<file path="src/rtl/sync_fifo_param_if.sv">
// Producer/consumer bus for sync_fifo_param: write, read, status and error pulses.
// Latency and backpressure are set by the FIFO; this interface only carries the signals.
// Backpressure is reported through full/overflow and empty/underflow.
interface sync_fifo_param_if #(
  parameter int DATA_W = 8,
  parameter int ADDR_W = 5
);
  logic              wr;
  logic [DATA_W-1:0] data_in;
  logic              rd;
  logic [DATA_W-1:0] data_out;
  logic              full;
  logic              empty;
  logic              almost_full;
  logic              almost_empty;
  logic [ADDR_W:0]   count;
  logic              overflow;
  logic              underflow;

  modport master (
    output wr, data_in, rd,
    input  data_out, full, empty, almost_full, almost_empty, count, overflow, underflow
  );

  modport slave (
    input  wr, data_in, rd,
    output data_out, full, empty, almost_full, almost_empty, count, overflow, underflow
  );
endinterface

</file>
<file path="src/rtl/sync_fifo_param.sv">
// Parametrised single-clock FIFO with occupancy count, threshold flags and error pulses.
// Latency: 1 cycle registered read (FWFT=0), or head word shown the cycle after the write (FWFT=1).
// Backpressure: a write at full is accepted only alongside a read; rejected requests pulse overflow/underflow.
module sync_fifo_param #(
  parameter int DATA_W    = 8,
  parameter int ADDR_W    = 5,
  parameter int AFULL_TH  = 28,
  parameter int AEMPTY_TH = 4,
  parameter bit FWFT      = 1'b0
) (
  input logic i_clk,
  input logic i_rst,
  sync_fifo_param_if.slave bus
);
  localparam int DEPTH = 1 << ADDR_W;
  localparam logic [ADDR_W:0] FULL_CNT   = {1'b1, {ADDR_W{1'b0}}};
  localparam logic [ADDR_W:0] AFULL_CNT  = AFULL_TH[ADDR_W:0];
  localparam logic [ADDR_W:0] AEMPTY_CNT = AEMPTY_TH[ADDR_W:0];

  logic [DATA_W-1:0] r_mem [DEPTH];
  logic [ADDR_W:0]   r_wr_ptr;
  logic [ADDR_W:0]   r_rd_ptr;
  logic [ADDR_W:0]   r_count;
  logic              r_overflow;
  logic              r_underflow;

  logic              w_full;
  logic              w_empty;
  logic              w_rd_acc;
  logic              w_wr_acc;
  logic [ADDR_W:0]   w_ptr_diff;
  logic [DATA_W-1:0] w_head;

  assign w_full     = (r_count == FULL_CNT);
  assign w_empty    = (r_count == '0);
  assign w_rd_acc   = bus.rd && !w_empty;
  // At full, a write is admitted only because the same-cycle read frees its slot.
  assign w_wr_acc   = bus.wr && (!w_full || w_rd_acc);
  assign w_ptr_diff = r_wr_ptr - r_rd_ptr;
  assign w_head     = r_mem[r_rd_ptr[ADDR_W-1:0]];

  // Storage is deliberately left out of reset.
  always_ff @(posedge i_clk) begin
    if (!i_rst && w_wr_acc) begin
      r_mem[r_wr_ptr[ADDR_W-1:0]] <= bus.data_in;
    end
  end

  always_ff @(posedge i_clk) begin
    if (i_rst) begin
      r_wr_ptr    <= '0;
      r_rd_ptr    <= '0;
      r_count     <= '0;
      r_overflow  <= 1'b0;
      r_underflow <= 1'b0;
    end else begin
      if (w_wr_acc) begin
        r_wr_ptr <= r_wr_ptr + 1'b1;
      end
      if (w_rd_acc) begin
        r_rd_ptr <= r_rd_ptr + 1'b1;
      end
      if (w_wr_acc && !w_rd_acc) begin
        r_count <= r_count + 1'b1;
      end else if (w_rd_acc && !w_wr_acc) begin
        r_count <= r_count - 1'b1;
      end
      r_overflow  <= bus.wr && !w_wr_acc;
      r_underflow <= bus.rd && w_empty;
    end
  end

  generate
    if (FWFT) begin : g_fwft
      assign bus.data_out = w_empty ? '0 : w_head;
    end else begin : g_std
      logic [DATA_W-1:0] r_dout;
      always_ff @(posedge i_clk) begin
        if (i_rst) begin
          r_dout <= '0;
        end else if (w_rd_acc) begin
          r_dout <= w_head;
        end
      end
      assign bus.data_out = r_dout;
    end
  endgenerate

  assign bus.full         = w_full;
  assign bus.empty        = w_empty;
  assign bus.almost_full  = (r_count >= AFULL_CNT);
  assign bus.almost_empty = (r_count <= AEMPTY_CNT);
  assign bus.count        = r_count;
  assign bus.overflow     = r_overflow;
  assign bus.underflow    = r_underflow;

  // The pointer MSBs carry the same occupancy information as the count register.
  a_ptr_count: assert property (@(posedge i_clk) disable iff (i_rst) w_ptr_diff == r_count);
endmodule
</file>
<file path="src/flat_wrapper.sv">
// flat-port wrapper written by rule: the top's interface ports become plain ports
module sync_fifo_param_flat 
#(
  parameter int DATA_W    = 8,
  parameter int ADDR_W    = 5,
  parameter int AFULL_TH  = 28,
  parameter int AEMPTY_TH = 4,
  parameter bit FWFT      = 1'b0
)
  (i_clk, i_rst, bus_wr, bus_data_in, bus_rd, bus_data_out, bus_full, bus_empty, bus_almost_full, bus_almost_empty, bus_count, bus_overflow, bus_underflow);
  sync_fifo_param_if #(.DATA_W(DATA_W), .ADDR_W(ADDR_W)) bus_i ();
  input logic i_clk;
  input logic i_rst;
  input wire logic [$bits(bus_i.wr)-1:0] bus_wr;
  input wire logic [$bits(bus_i.data_in)-1:0] bus_data_in;
  input wire logic [$bits(bus_i.rd)-1:0] bus_rd;
  output wire logic [$bits(bus_i.data_out)-1:0] bus_data_out;
  output wire logic [$bits(bus_i.full)-1:0] bus_full;
  output wire logic [$bits(bus_i.empty)-1:0] bus_empty;
  output wire logic [$bits(bus_i.almost_full)-1:0] bus_almost_full;
  output wire logic [$bits(bus_i.almost_empty)-1:0] bus_almost_empty;
  output wire logic [$bits(bus_i.count)-1:0] bus_count;
  output wire logic [$bits(bus_i.overflow)-1:0] bus_overflow;
  output wire logic [$bits(bus_i.underflow)-1:0] bus_underflow;
  assign bus_i.wr = bus_wr;
  assign bus_i.data_in = bus_data_in;
  assign bus_i.rd = bus_rd;
  assign bus_data_out = bus_i.data_out;
  assign bus_full = bus_i.full;
  assign bus_empty = bus_i.empty;
  assign bus_almost_full = bus_i.almost_full;
  assign bus_almost_empty = bus_i.almost_empty;
  assign bus_count = bus_i.count;
  assign bus_overflow = bus_i.overflow;
  assign bus_underflow = bus_i.underflow;
  sync_fifo_param #(.DATA_W(DATA_W), .ADDR_W(ADDR_W), .AFULL_TH(AFULL_TH), .AEMPTY_TH(AEMPTY_TH), .FWFT(FWFT)) u_core (.i_clk(i_clk), .i_rst(i_rst), .bus(bus_i));
endmodule
</file>
<file path="config.mk">
export PLATFORM = sky130hd
export DESIGN_NAME = sync_fifo_param_flat
export DESIGN_NICKNAME = d
export VERILOG_FILES = /design/src/rtl/sync_fifo_param_if.sv /design/src/rtl/sync_fifo_param.sv /design/src/flat_wrapper.sv
export SDC_FILE = /design/constraint.sdc
export NUM_CORES = 1
export LEC_CHECK = 0
export ABC_AREA = 1
export CAP_MARGIN = 10
export CORE_MARGIN = 2
export CORE_UTILIZATION = 40
export CTS_CLUSTER_SIZE = 28
export DETAILED_ROUTE_END_ITERATION = 8
export GPL_TIMING_DRIVEN = 0
export PLACE_DENSITY_LB_ADDON = 0.08
export SLEW_MARGIN = 5
export SYNTH_ARGS = -nofsm -noshare
export SYNTH_HDL_FRONTEND = slang
export SYNTH_SLANG_ARGS = --single-unit
export TNS_END_PERCENT = 5
</file>
<file path="constraint.sdc">
create_clock -name i_clk -period 2.7 [get_ports i_clk]
set_input_delay 0.27 -clock i_clk [delete_from_list [all_inputs] [get_ports i_clk]]
set_output_delay 0.27 -clock i_clk [all_outputs]
set_load 0.005 [all_outputs]
</file>
==> flow_summary.yaml <==
run_status:
  status: "complete, no violations"
synthesis:
  synthCells: 1185
  ys_ff_latch: 282
  synth_area_um2: 12190
  avgSynthCellArea_um2: 10.28
  synth_fp_nets: 1208
  synth_cell_types: 32
  yosysSeqAreaShare_pct: 67.36
  yosysWarnings: 0
sta:
  layout_worst_path_cycle_share_pct: 90.82
  setup_ws_ps: 247.8
  clock_skew_ps: 9.316
  whs_ps: 318.4
  setup-violations-final: 0
  min_period_ps: 2452
  maxSlewViolCount: 0
  hold_viol_final: 0
  timing.fmax_mhz: 407.8
  fin_setup_tns_ps: 0
  slew_headroom_pct: 38.86
  max_slew.worst_pin.slew_ps: 914.3
  rsz0062_at_grt: "no"
critical_path:
  reg2reg_from: "u_core.bus.count[5]"
  rr_worst_depth: 11
  crit_family: "adder cells"
  path_buf_inv: 3
  crit_slowest_cell: "dfxtp_1"
  reg2reg_slack_ps: 250
  crit_path_max_fanout: 5
  crit_chain: "inv_2, nor4_4, a21oi_4, ha_2, inv_2, ha_2, a21oi_2, nand2_1, xor2_1, o21ai_0, inv_1"
  cp.arrival_ps: 2900
  cp-end-kind: "register"
  crit_type: "reg -> reg"
  reg2reg_to: "u_core.bus.count[3]"
  slowest_delay_ps: 450
  crit_required_ps: 3150
  crit_path_start_kind: "register"
clock_tree:
  clock-sinks: 282
  cts_tree: "yes"
  clk_pin_slew_ps: 60
  clockRootBuffer: "clkbuf_16"
  cts_buffers: 30
  cts_buffer_depth: 3
  htree_num_levels: 1
  clk_latency_ps: 560
global_route:
  gr-usage-all-layers_pct: 20.85
  grt-ovfl-total: 0
  grt_pass1_vias: 7911
  grt_pass1_wl_mm: 48.54
  antenna_found_initial: 0
  grt_max_degree: 33
run:
  maxCapViolations: 0
die:
  fp.dieH_um: 178.5
  die_area_um2: 31880
  boundaryPins: 32
  num_rows: 63
  start_util_pct: 40.90
  coreArea_um2: 29800
  die_x_um: 178.5
placement:
  hpwl_mm: 21.46
  portBuffers: 31
  post-place-ws_ps: -158.8
  gp_congestion: 0.8808
  dp.cells: 1607
  placed_cell_area_um2: 12960
layout:
  fin_util_pct: 47.01
  nNetsFinal: 1273
  regArea_um2: 8212
  multi_input_area_um2: 3253
  final_cell_mix: "364 x nand2_1, 256 x edfxtp_1, 160 x nand3_1"
  fin_area_um2: 14010
  fill_cells: 2840
  syn_to_final_growth_pct: 14.96
  drive_above_1_share_pct: 9.277
  layout.cells.non_filler: 1662
  diodes: 0
  layout_commonest_cell: "nand2_1"
min_path:
  worstHoldStart: "bus_data_in[7]"
  min_to: "u_core.r_mem[6][7]"
  min_path_type: "in -> reg"
  min_delay_path_depth: 1
routing:
  drt_iter0_markers: 713
  first_pass_iters: 5
  drc: 0
  via_per_inst: 4.949
  dr_total_vias: 8225
  detail-route-antenna-nets: 0
  wirelength_mm: 32.27
  drt-wirelength-per-cell_um: 19.41
power_and_ir_drop:
  ir_worst_vdd_mv: 0.4642
  power_mw: 12.03
  power_leakage_nw: 5.537
  p_per_area_nw_per_um2: 858.5
==> worst max path at each step <==
stage / startpoint / cells past startpoint / slack (ps) / endpoint
finish: u_core.bus.count[5] / 11 / 250 / u_core.bus.count[3]
global route: u_core.bus.count[0] / 17 / 20 / u_core.bus.count[5]
CTS: u_core.bus.count[1] / 14 / 30 / u_core.bus.count[3]
detailed placement: u_core.bus.count[0] / 14 / -160 / u_core.bus.count[3]
global placement: u_core.bus.count[0] / 14 / -100 / u_core.bus.count[3]
floorplan: u_core.bus.count[0] / 14 / 280 / u_core.bus.count[3]
==> area by class of cell <==
cell class | instances | area share, %
buffer | 54 | 1.965
clock buffer | 42 | 5.904
clock inverter | 12 | 1.099
inverter | 133 | 3.582
multi-input combinational | 716 | 23.22
sequential | 282 | 58.62
tap | 390 | 3.483
timing repair buffer | 33 | 2.126
==> state kept, by name, summed over array words and instances, names as in the netlist <==
name / count
u_core.r_rd_ptr: 5
u_core.bus.data_out: 8
u_core.bus.underflow: 1
u_core.r_mem: 256
u_core.r_wr_ptr: 5
u_core.bus.count: 6
u_core.bus.overflow: 1
==> where the power goes <==
| group | total (mW) | switching (mW) | internal (mW) |
|---|---|---|---|
| clock | 4.17 | 1.68 | 2.49 |
| combinational | 2.85 | 1.84 | 1.01 |
| sequential | 5.01 | 0.130 | 4.88 |
| total | 12.0 | 3.64 | 8.38 |
==> synthesized netlist by cell type (all sizes together) <==
cell     instances  share of area, %
o21ai           22              0.90
nand2          374                12
clkinv           3             0.092
nor3             3              0.12
nand4            1             0.051
clkbuf          10              0.31
a21o             1             0.062
o211ai           1             0.062
nand3          160               6.6
buf             44               1.9
nor4             1              0.17
a21oi           39               1.6
xnor2            2              0.14
o31ai            1             0.062
edfxtp         256                63
fa               1              0.16
nor2            94               3.0
a31oi            1             0.051
ha              10               1.0
dfxtp           26               4.3
inv            130               4.0
o2111ai          1             0.072
xor2             4              0.29
==> cells by family (layout without fill, tap and decap cells) <==
family          count (synthesis)  count (layout)  share of synthesized area [%]
compound gates                 66              66                          2.844
xor+xnor                        6               6                         0.4313
fa+ha+maj                      11              11                          1.191
buf+inv                       187             274                          6.325
flops                         282             282                          67.36
simple gates                  633             633                          21.85
==> repair_timing <==
action,4_1_cts,5_1_grt
pin swaps,0,1
setup endpoints to repair,3,4
hold buffers,0,0
gates resized for setup,3,11
setup buffers,0,1
==> layer usage <==
layer / global-route usage, % / up-vias / share of wire [%]
li1: - / 4063 / -
met1: 29.29 / 3880 / 45
met2: 33.32 / 216 / 46
met3: 3.154 / 66 / 5.3
met4: 6.673 / 0 / 3.1
met5: 0 / - / 0
Power figures use the tool's default switching activity.
==> RTL edit (config.mk and constraints unchanged) <==
Make the reset (`i_rst`) asynchronous in 2 clocked blocks.
--- a/src/rtl/sync_fifo_param.sv
+++ b/src/rtl/sync_fifo_param.sv
@@ -47,5 +47,5 @@
   end
 
-  always_ff @(posedge i_clk) begin
+  always_ff @(posedge i_clk or posedge i_rst) begin
     if (i_rst) begin
       r_wr_ptr    <= '0;
@@ -76,5 +76,5 @@
     end else begin : g_std
       logic [DATA_W-1:0] r_dout;
-      always_ff @(posedge i_clk) begin
+      always_ff @(posedge i_clk or posedge i_rst) begin
         if (i_rst) begin
           r_dout <= '0;
Formal check against the unedited RTL: differs if i_rst is asserted again (counterexample within 4 cycles, from zero or initial values and one cycle with i_rst high); with i_rst held inactive, the same outputs for 10 cycles.
==> RTL edit against the unedited design <==
Sequential cell count did not move. Largest cell class unchanged. Cell area rose by 0.47%. Worst setup slack worse by 0.063 ns. Combinational power rose by 83%. Wire length up 0.58%. Power is 22% higher. Highest routed layer unchanged. Critical path type unchanged. Area after synthesis is the same. First-iteration DRC count shrank 1.1%.
==> RTL edit: results <==
export IMPL_gr_usage_met1=0.307
export IMPL_wl_met2_mm=14.7
export IMPL_routed_wl_mm=32.5
export IMPL_initialDrtViolationCount=705
export IMPL_comb_multi_input_count=699
export IMPL_clock_power_share=0.286
export IMPL_drive_gt1_frac=0.0951
export IMPL_hpwl_mm=21.6
export IMPL_clock_skew_ns=0.0151
export IMPL_p_int_mw=9.24
export IMPL_syn_area_per_cell_um2=10.5
export IMPL_p_leak_nw=5.73
export IMPL_place_gp_congestion=0.857
export IMPL_dp_cells=1588
export IMPL_irDropWorstVdd_mv=0.560
export IMPL_p_comb_frac=0.355
export IMPL_clock_buffer_count=44
export IMPL_grt_pass1_wl_mm=48.9
export IMPL_viasPerCell=4.93
export IMPL_tightest_slew_ns=0.858
export IMPL_met2_usage=0.335
export IMPL_synth_compound_area_frac=0.0184
export IMPL_synth_seq_area_share=0.684
export IMPL_synthTopCellsByCount="nand2_1, edfxtp_1, nand3_1"
export IMPL_synthTopCellsByArea="edfxtp_1, nand2_1, nand3_1, dfrtp_1, inv_1"
export IMPL_synth_nets=1188
export IMPL_outcome="finished clean"
export IMPL_multi_input_area_share=0.219
export IMPL_synth_async_sr_flop_share=0.0922
export IMPL_n_fill_cell=2815
export IMPL_seq_power_mw=5.27
export IMPL_inverters=132
export IMPL_fin_nets=1260
export IMPL_buf_share=0.0464
-- RTL edit: critical path, stage by stage (launching register included) --
cell and delay [ns]:
dfrtp_1 0.41, nor2_2 0.07, nand2_1 0.08, nor3_2 0.05, nand2_1 0.11, nand2_2 0.10, nor2_1 0.28, nand2_2 0.29
nor2_1 0.74
-- RTL edit: final timing paths --
path | from | end | slack [ns] | depth (start not counted)
max reg2reg | u_core.bus.count[3] | u_core.r_mem[25][7] | 0.18 | 8
min | i_rst | u_core.bus.overflow | 0.10 | 2
min in group i_clk | bus_wr | u_core.bus.overflow | 0.28 | 3
min reg2reg | u_core.bus.data_out[2] | u_core.bus.data_out[2] | 0.48 | 2
max | u_core.bus.count[3] | u_core.r_mem[25][7] | 0.18 | 8
max in group asynchronous | i_rst | u_core.bus.data_out[6] | 2.09 | 3
-- RTL edit: timing repair --
| item | in CTS | in global routing |
|---|---|---|
| pin swaps | 0 | 2 |
| gates resized for setup | 2 | 10 |
| setup buffers | 0 | 6 |
| endpoints found under the setup margin | 2 | 50 |
